## src/rtl/c17_bist_pkg.sv

```systemverilog
// ============================================================================
//  Module      : c17_bist_pkg
//  Description : Shared types and constants for the c17 BIST controller.
//  Revision    : 1.0 - initial release
// ============================================================================
`default_nettype none

package c17_bist_pkg;

    typedef enum logic [1:0] {
        ST_IDLE = 2'd0,
        ST_RUN  = 2'd1,
        ST_DONE = 2'd2
    } state_e;

    localparam int LFSR_W      = 5;
    localparam int LFSR_TAP_HI = 4;
    localparam int LFSR_TAP_LO = 2;

    localparam int                MISR_W    = 16;
    localparam logic [MISR_W-1:0] MISR_POLY = 16'h1021;

    localparam int CNT_W = 8;

    localparam int RSP_OUT22 = 0;
    localparam int RSP_OUT23 = 1;

    localparam int PAT_GAT1 = 0;
    localparam int PAT_GAT2 = 1;
    localparam int PAT_GAT3 = 2;
    localparam int PAT_GAT6 = 3;
    localparam int PAT_GAT7 = 4;

    // x^5 + x^3 + 1 Fibonacci step, maximal length (period 31)
    function automatic logic [LFSR_W-1:0] lfsr_step(input logic [LFSR_W-1:0] s);
        return {s[LFSR_W-2:0], s[LFSR_TAP_HI] ^ s[LFSR_TAP_LO]};
    endfunction

endpackage

`default_nettype wire

```

## src/rtl/c17_bist_if.sv

```systemverilog
// ============================================================================
//  Module      : c17_bist_if
//  Description : Control, pattern and response bundle of the c17 BIST block.
//  Revision    : 1.0 - initial release
// ============================================================================
`default_nettype none

interface c17_bist_if;
    import c17_bist_pkg::*;

    logic              start_i;
    logic              abort_i;
    logic [1:0]        rsp_i;
    logic [LFSR_W-1:0] pat_o;
    logic              busy_o;
    logic              done_o;
    logic              pass_o;
    logic [MISR_W-1:0] sig_o;

    modport slave (
        input  start_i, abort_i, rsp_i,
        output pat_o, busy_o, done_o, pass_o, sig_o
    );

    modport master (
        output start_i, abort_i, rsp_i,
        input  pat_o, busy_o, done_o, pass_o, sig_o
    );

endinterface

`default_nettype wire

```

## src/rtl/c17_misr.sv

```systemverilog
// ============================================================================
//  Module      : c17_misr
//  Description : 16-bit MISR with seed load, enable and 2-bit parallel input.
//  Revision    : 1.0 - initial release
// ============================================================================
`default_nettype none

module c17_misr
    import c17_bist_pkg::*;
(
    input  logic              clk,
    input  logic              rst_n,
    input  logic              load_i,
    input  logic [MISR_W-1:0] seed_i,
    input  logic              en_i,
    input  logic [1:0]        d_i,
    output logic [MISR_W-1:0] sig_o,
    output logic [MISR_W-1:0] sig_d_o
);

    logic [MISR_W-1:0] sig_q;
    logic [MISR_W-1:0] sig_d;

    always_comb begin
        sig_d = {sig_q[MISR_W-2:0], 1'b0}
              ^ (sig_q[MISR_W-1] ? MISR_POLY : '0)
              ^ {{(MISR_W-2){1'b0}}, d_i};
    end

    always_ff @(posedge clk or negedge rst_n) begin
        if (!rst_n) begin
            sig_q <= '0;
        end else if (load_i) begin
            sig_q <= seed_i;
        end else if (en_i) begin
            sig_q <= sig_d;
        end
    end

    assign sig_o   = sig_q;
    assign sig_d_o = sig_d;

endmodule

`default_nettype wire

```

## src/rtl/c17_bist_ctrl.sv

```systemverilog
// ============================================================================
//  Module      : c17_bist_ctrl
//  Description : LFSR pattern driver, MISR observer and verdict FSM for c17.
//  Revision    : 1.0 - initial release
// ============================================================================
`default_nettype none

module c17_bist_ctrl
    import c17_bist_pkg::*;
#(
    parameter int                N_PAT      = 31,
    parameter logic [LFSR_W-1:0] LFSR_SEED  = 5'b00001,
    parameter logic [MISR_W-1:0] MISR_SEED  = 16'h0000,
    parameter logic [MISR_W-1:0] GOLDEN_SIG = 16'h0000
) (
    input  logic       clk,
    input  logic       rst_n,
    c17_bist_if.slave  bus
);

    state_e            state_q;
    logic [LFSR_W-1:0] pat_q;
    logic [LFSR_W-1:0] pat_d;
    logic [CNT_W-1:0]  cnt_q;
    logic              busy_q;
    logic              done_q;
    logic              pass_q;

    logic              accept;
    logic              last;
    logic              misr_en;
    logic [MISR_W-1:0] misr_sig;
    logic [MISR_W-1:0] misr_d;

    assign accept  = ((state_q == ST_IDLE) || (state_q == ST_DONE))
                   && bus.start_i && !bus.abort_i;
    assign last    = (cnt_q == CNT_W'(N_PAT - 1));
    assign pat_d   = lfsr_step(pat_q);
    // The response on rsp_i belongs to the pattern currently on pat_o.
    assign misr_en = (state_q == ST_RUN) && !bus.abort_i;

    c17_misr u_misr (
        .clk     (clk),
        .rst_n   (rst_n),
        .load_i  (accept),
        .seed_i  (MISR_SEED),
        .en_i    (misr_en),
        .d_i     ({bus.rsp_i[RSP_OUT23], bus.rsp_i[RSP_OUT22]}),
        .sig_o   (misr_sig),
        .sig_d_o (misr_d)
    );

    always_ff @(posedge clk or negedge rst_n) begin
        if (!rst_n) begin
            state_q <= ST_IDLE;
            pat_q   <= '0;
            cnt_q   <= '0;
            busy_q  <= 1'b0;
            done_q  <= 1'b0;
            pass_q  <= 1'b0;
        end else if (bus.abort_i) begin
            state_q <= ST_IDLE;
            pat_q   <= '0;
            cnt_q   <= '0;
            busy_q  <= 1'b0;
            done_q  <= 1'b0;
            pass_q  <= 1'b0;
        end else begin
            case (state_q)
                ST_IDLE, ST_DONE: begin
                    if (bus.start_i) begin
                        state_q <= ST_RUN;
                        pat_q   <= LFSR_SEED;
                        cnt_q   <= '0;
                        busy_q  <= 1'b1;
                        done_q  <= 1'b0;
                        pass_q  <= 1'b0;
                    end
                end
                ST_RUN: begin
                    cnt_q <= cnt_q + CNT_W'(1);
                    if (last) begin
                        state_q <= ST_DONE;
                        pat_q   <= '0;
                        busy_q  <= 1'b0;
                        done_q  <= 1'b1;
                        pass_q  <= (misr_d == GOLDEN_SIG);
                    end else begin
                        pat_q   <= pat_d;
                    end
                end
                default: begin
                    state_q <= ST_IDLE;
                    pat_q   <= '0;
                    cnt_q   <= '0;
                    busy_q  <= 1'b0;
                    done_q  <= 1'b0;
                    pass_q  <= 1'b0;
                end
            endcase
        end
    end

    assign bus.pat_o  = pat_q;
    assign bus.busy_o = busy_q;
    assign bus.done_o = done_q;
    assign bus.pass_o = pass_q;
    assign bus.sig_o  = misr_sig;

endmodule

`default_nettype wire

```

## src/flat_wrapper.sv

```systemverilog
// flat-port wrapper written by rule: the top's interface ports become plain ports
module c17_bist_ctrl_flat import c17_bist_pkg::*;
#(
    parameter int                N_PAT      = 31,
    parameter logic [LFSR_W-1:0] LFSR_SEED  = 5'b00001,
    parameter logic [MISR_W-1:0] MISR_SEED  = 16'h0000,
    parameter logic [MISR_W-1:0] GOLDEN_SIG = 16'h0000
)
  (clk, rst_n, bus_start_i, bus_abort_i, bus_rsp_i, bus_pat_o, bus_busy_o, bus_done_o, bus_pass_o, bus_sig_o);
  c17_bist_if bus_i ();
  input  logic clk;
  input  logic rst_n;
  input wire logic [$bits(bus_i.start_i)-1:0] bus_start_i;
  input wire logic [$bits(bus_i.abort_i)-1:0] bus_abort_i;
  input wire logic [$bits(bus_i.rsp_i)-1:0] bus_rsp_i;
  output wire logic [$bits(bus_i.pat_o)-1:0] bus_pat_o;
  output wire logic [$bits(bus_i.busy_o)-1:0] bus_busy_o;
  output wire logic [$bits(bus_i.done_o)-1:0] bus_done_o;
  output wire logic [$bits(bus_i.pass_o)-1:0] bus_pass_o;
  output wire logic [$bits(bus_i.sig_o)-1:0] bus_sig_o;
  assign bus_i.start_i = bus_start_i;
  assign bus_i.abort_i = bus_abort_i;
  assign bus_i.rsp_i = bus_rsp_i;
  assign bus_pat_o = bus_i.pat_o;
  assign bus_busy_o = bus_i.busy_o;
  assign bus_done_o = bus_i.done_o;
  assign bus_pass_o = bus_i.pass_o;
  assign bus_sig_o = bus_i.sig_o;
  c17_bist_ctrl #(.N_PAT(N_PAT), .LFSR_SEED(LFSR_SEED), .MISR_SEED(MISR_SEED), .GOLDEN_SIG(GOLDEN_SIG)) u_core (.clk(clk), .rst_n(rst_n), .bus(bus_i));
endmodule
```

## config.mk

```make
export PLATFORM = sky130hd
export DESIGN_NAME = c17_bist_ctrl_flat
export DESIGN_NICKNAME = d
export VERILOG_FILES = /design/src/rtl/c17_bist_pkg.sv /design/src/rtl/c17_bist_if.sv /design/src/rtl/c17_misr.sv /design/src/rtl/c17_bist_ctrl.sv /design/src/flat_wrapper.sv
export SDC_FILE = /design/constraint.sdc
export NUM_CORES = 1
export LEC_CHECK = 0
export BUFFER_PORTS_ARGS = -buffer_cell sky130_fd_sc_hd__buf_2
export CAP_MARGIN = 20
export CORE_UTILIZATION = 30
export DETAILED_ROUTE_END_ITERATION = 8
export HOLD_SLACK_MARGIN = 0.08
export PLACE_DENSITY = 0.55
export SYNTH_ARGS = -nofsm -noshare
export SYNTH_HDL_FRONTEND = slang
export SYNTH_SLANG_ARGS = --single-unit
export TNS_END_PERCENT = 10
```

## constraint.sdc

```tcl
create_clock -name clk -period 2.45 [get_ports clk]
set_input_delay 0.3675 -clock clk [delete_from_list [all_inputs] [get_ports clk]]
set_output_delay 0.3675 -clock clk [all_outputs]
set_load 0.05 [all_outputs]
```

* Word level (Yosys, flattened, before mapping) *
Index checks and enable logic that the tools add are counted.

word-level totals
  register bits = 34
  latch bits = 0
  memory bits (writable) = 0
  bits in read-only memories = 0
  input bits = 6
  output and inout bits = 24
  logic and storage cells = 51
  memories kept = 0

cells by class
  add/subtract/negate cells = 1
  $mul = 0
  divide/modulo/power cells = 0
  order comparisons = 0
  equal/unequal tests = 5
  shift operators = 0
  multiplexer cells = 25
  bitwise logic cells = 3
  reductions and logical operators = 10

operators by type and width
  kind                                                    count
  two-way mux 16 bit                                      2
  logical NOT 16 bit                                      1
  two-way mux 8 bit                                       2
  case mux 8 bit (2 select lines)                         1
  bitwise XOR 16 bit                                      1
  bitwise XOR 16 x 2 -> 16 bit                            1
  two-way mux 5 bit                                       3
  two-way mux 13 bit                                      1
  case mux 5 bit (2 select lines)                         1
  adder 8 x 1 -> 8 bit (second input constant)            1
  equality test 8 x 5 -> 1 bit (second input constant)    1
  two-way mux 1 bit                                       8
  two-way mux 2 bit                                       3
  case mux 1 bit (2 select lines)                         3
  case mux 2 bit (2 select lines)                         1
  logical AND 1 bit                                       3
  inequality test 3 x 2 -> 1 bit (second input constant)  1
  inequality test 3 bit (second input constant)           1
  equality test 2 x 1 -> 1 bit (second input constant)    1
  equality test 2 bit (second input constant)             1
  logical NOT 2 bit                                       1
  AND reduction 2 bit                                     1
  nonzero test 2 bit                                      1
  OR reduction 2 bit                                      1
  other kinds (3)                                         3

* Depth between registers and ports, before layout *
  word-level depth = 7
  depth in mapped cells = 6
  depth with buffers taken out = 6

* Modules after synthesis *
Synthesis repeated with hierarchy kept, for this count alone.

second synthesis, totals
  cells, all modules = 172
  area, all modules = 1,762.9 sq um

by module, submodules not included
  module         times used  cells each  area each (sq um)  sequential area each (sq um)
  c17_misr       1           90          929.6              400.4
  c17_bist_ctrl  1           82          833.3              400.4

* Worst setup path before layout *
No wires, ideal clock.

  path kind = reg2reg
  from = reg u_core.bus.done_o (netlist name)
  to = reg u_core.pass_q, in the netlist u_core.bus.pass_o
  library setup time = 0.130 ns
  arrival time = 1.547 ns
  data required time = 2.320 ns
  setup slack = 0.773 ns
  cell stages (with the launch flop) = 6
  path buffers = 1
  clock period less this slack = 1.677 ns
  cells stage by stage = dfrtp_1 or3b_1 buf_2 a21oi_4 or2_1 o31ai_2

RTL lines
  element               line                 RTL
  end signal, assigned  c17_bist_ctrl.sv:87  pass_q <= (misr_d == GOLDEN_SIG);
  end, declared         c17_bist_ctrl.sv:27  logic pass_q;

==> metrics.yaml <==
outcome:
  status: "completed"
routing:
  drtIter0Drc: 91
  post_drt_wl_per_cell_um: 13.9
  vias_per_cell: 4.91
  vias: 1134
  drc: 0
  routed_wl_mm: 3.20
  ant_nets: 0
  first_pass_iters: 4
power:
  ir_drop_mv: 0.243
  leakage_nw: 0.900
  powerDensity_nw_per_um2: 684
floorplanning:
  core-area_um2: 4720
  die_area_um2: 5180
  fp.dieW_um: 72.0
  initial_core_util_pct: 31.1
  ios: 30
  rows: 25
  die_h_um: 72.0
worst_setup_path:
  cp_max_fo: 15
  arrival_ns: 1.90
  worst_setup_path_end_kind: "flip-flop"
  cp-startpoint: "u_core.bus.done_o$_DFFE_PN0P_"
  crit_type: "flip-flop to flip-flop"
  worstReg2RegStart: "u_core.bus.done_o$_DFFE_PN0P_"
  crit_required_ns: 2.61
  critPathLaunchType: "flip-flop"
  reg2regPathDepth: 4
  r2r_end: "u_core.bus.pass_o$_DFFE_PN0P_"
  r2r_slack_ns: 0.71
finish:
  fin_nets: 171
  stdcell_count: 231
  layout-drive-gt1-share_pct: 26.8
  fillCellCount: 480
  n_antenna_cell: 0
  syn_to_final_growth_pct: 19.7
sta:
  fin_tns_setup_ns: 0
  rsz0062_at_grt: "false"
  max_freq_ghz: 0.575
  fin_hold_ws_ns: 0.139
  worst-slew-pin-transition_ns: 0.729
  fin_crit_ns: 1.74
  drv_slew: 0
  fin_worst_skew_ns: 0.00356
  fin_crit_sh_pct: 71.0
  slew-limit-headroom_pct: 51.4
  final_hold_viol_count: 0
  setup_viol: 0
yosys:
  avgSynthCellArea_um2: 11.1
  ys_warn_count: 0
  synth_area_leaders: "dfrtp_1, a22o_1, o21ai_0, nand2_1, xor2_1"
  yosysMostFrequentCell: "dfrtp_1"
  syn_inst: 132
  synth_nets: 140
  ys.flop_type: "dfrtp_1"
  synth.top_cell.area_share_pct: 56.2
  yosysSeqAreaShare_pct: 56.2
  synth_top_cells_by_count: "dfrtp_1, a22o_1, o21ai_0"
  synth_cell_types: 34
  yosysTopAreaCell: "dfrtp_1"
  synth_area_um2: 1470
  synth_edf_count: 0
  ys_async_sr_fraction_pct: 100
  ys_seq_elements: 33
cts:
  post_cts_buffers: 0
  path_clk_slew_ns: 0.07
  cts_tree: "built"
  hold_buffers: 0
  clk_latency_ns: 0.28
  cts.path.max_buffers: 2
  postCtsResizedCells: 0
  cts.root.buffer_cell: "clkbuf_8"
  htreeDepth: 2
  cts_buffers: 5
  clock-sinks: 33
global_routing:
  antenna_found_initial: 0
  grt-ovfl-total: 0
  grt_pass1_vias: 1099
  grt_pass1_wl_mm: 5.46
  grt_max_degree: 34
  grt_usage_pct: 14.1
place:
  post-dp-hpwl_mm: 2.20
  port_buffers: 29
  routabilityCongestion: 0.786
  place_inst: 223
flow_run:
  drv_cap: 0
worst_hold_path:
  hold_class: "input pin to async pin"
## area by class of cell
cell class / instances / area, um2 / share of cell area [%]
Clock buffer: 6 / 72.6 / 4.13
Clock inverter: 2 / 10.0 / 0.569
Inverter: 1 / 3.75 / 0.214
Multi-Input combinational cell: 91 / 602 / 34.2
Sequential cell: 33 / 826 / 47.0
Tap cell: 67 / 83.8 / 4.77
Timing Repair Buffer: 31 / 160 / 9.11
## worst max-delay path, stage by stage, from the launching register on
cell,delay (ns)
dfrtp_1,0.41
or3b_1,0.62
a21oi_4,0.33
or2_1,0.18
o31ai_2,0.08
## stage by stage
step | util [%] | power, mW | setup WS [ns] | area, um2
final | 37.2 | 1.20 | 0.711 | 1760
after global routing | 37.2 | 1.26 | 0.594 | 1760
after CTS | 37.2 | 1.22 | 0.697 | 1760
after detailed placement | 35.5 | 0.820 | 0.645 | 1680
after global placement | 35.5 | 0.815 | 0.710 | 1680
after floorplan | - | 0.756 | 0.773 | 1470
## routing by layer
metal	share of wire, %	GRT usage [%]
met1	46	18.6
met2	48	21.1
met3	3.2	4.31
met4	2.4	7.41
met5	0	0
## registers in the layout, indices dropped and copies added (netlist names)
| name | flops |
|---|---|
| u_core.u_misr.sig_o | 16 |
| u_core.bus.pat_o | 5 |
| u_core.bus.busy_o | 1 |
| u_core.cnt_q | 8 |
| u_core.bus.pass_o | 1 |
| u_core.state_q | 1 |
| u_core.bus.done_o | 1 |
## cells in the final DEF (no fill, tap or decap), types with 2 or more instances in the layout
master / Yosys / layout
xor2_1: 4 / 4
nor4_1: 3 / 3
a21oi_1: 3 / 3
a31oi_1: 2 / 2
ha_1: 2 / 2
o21ai_1: 5 / 5
a22o_1: 17 / 17
nor3_1: 2 / 2
nand4_1: 2 / 2
buf_2: 3 / 29
clkinv_2: 0 / 2
dfrtp_1: 33 / 33
o21ai_0: 12 / 12
and3_1: 3 / 3
clkbuf_8: 0 / 5
nand3_1: 3 / 3
buf_4: 0 / 2
and2_1: 3 / 3
nor2_1: 5 / 5
nand2_1: 11 / 11
## how the worst max path moves through the flow
stage,cells past startpoint,endpoint
2_1_floorplan,5,u_core.bus.pass_o$_DFFE_PN0P_
4_1_cts,4,u_core.bus.pass_o$_DFFE_PN0P_
3_3_place_gp,5,u_core.bus.pass_o$_DFFE_PN0P_
6_report,4,u_core.bus.pass_o$_DFFE_PN0P_
3_5_place_dp,5,u_core.bus.pass_o$_DFFE_PN0P_
5_1_grt,4,u_core.bus.pass_o$_DFFE_PN0P_
## power by group
| group | switching, mW | internal, mW |
|---|---|---|
| Sequential | 0.0260 | 0.570 |
| Clock | 0.200 | 0.197 |
| Combinational | 0.155 | 0.0547 |
| Total | 0.381 | 0.822 |
## kinds of logic (layout without fill, tap and decap cells)
kind of cell / Yosys count / count (layout) / synth area share, %
AOI/OAI and AO/OA: 44 / 44 / 21.4
and+or+nand+nor: 40 / 40 / 14.9
DFF: 33 / 33 / 56.2
buffers and inverters: 8 / 40 / 2.81
xor gates and xnor gates: 5 / 5 / 2.98
adders and majority gates: 2 / 2 / 1.70
(Power assumes the default switching activity.)
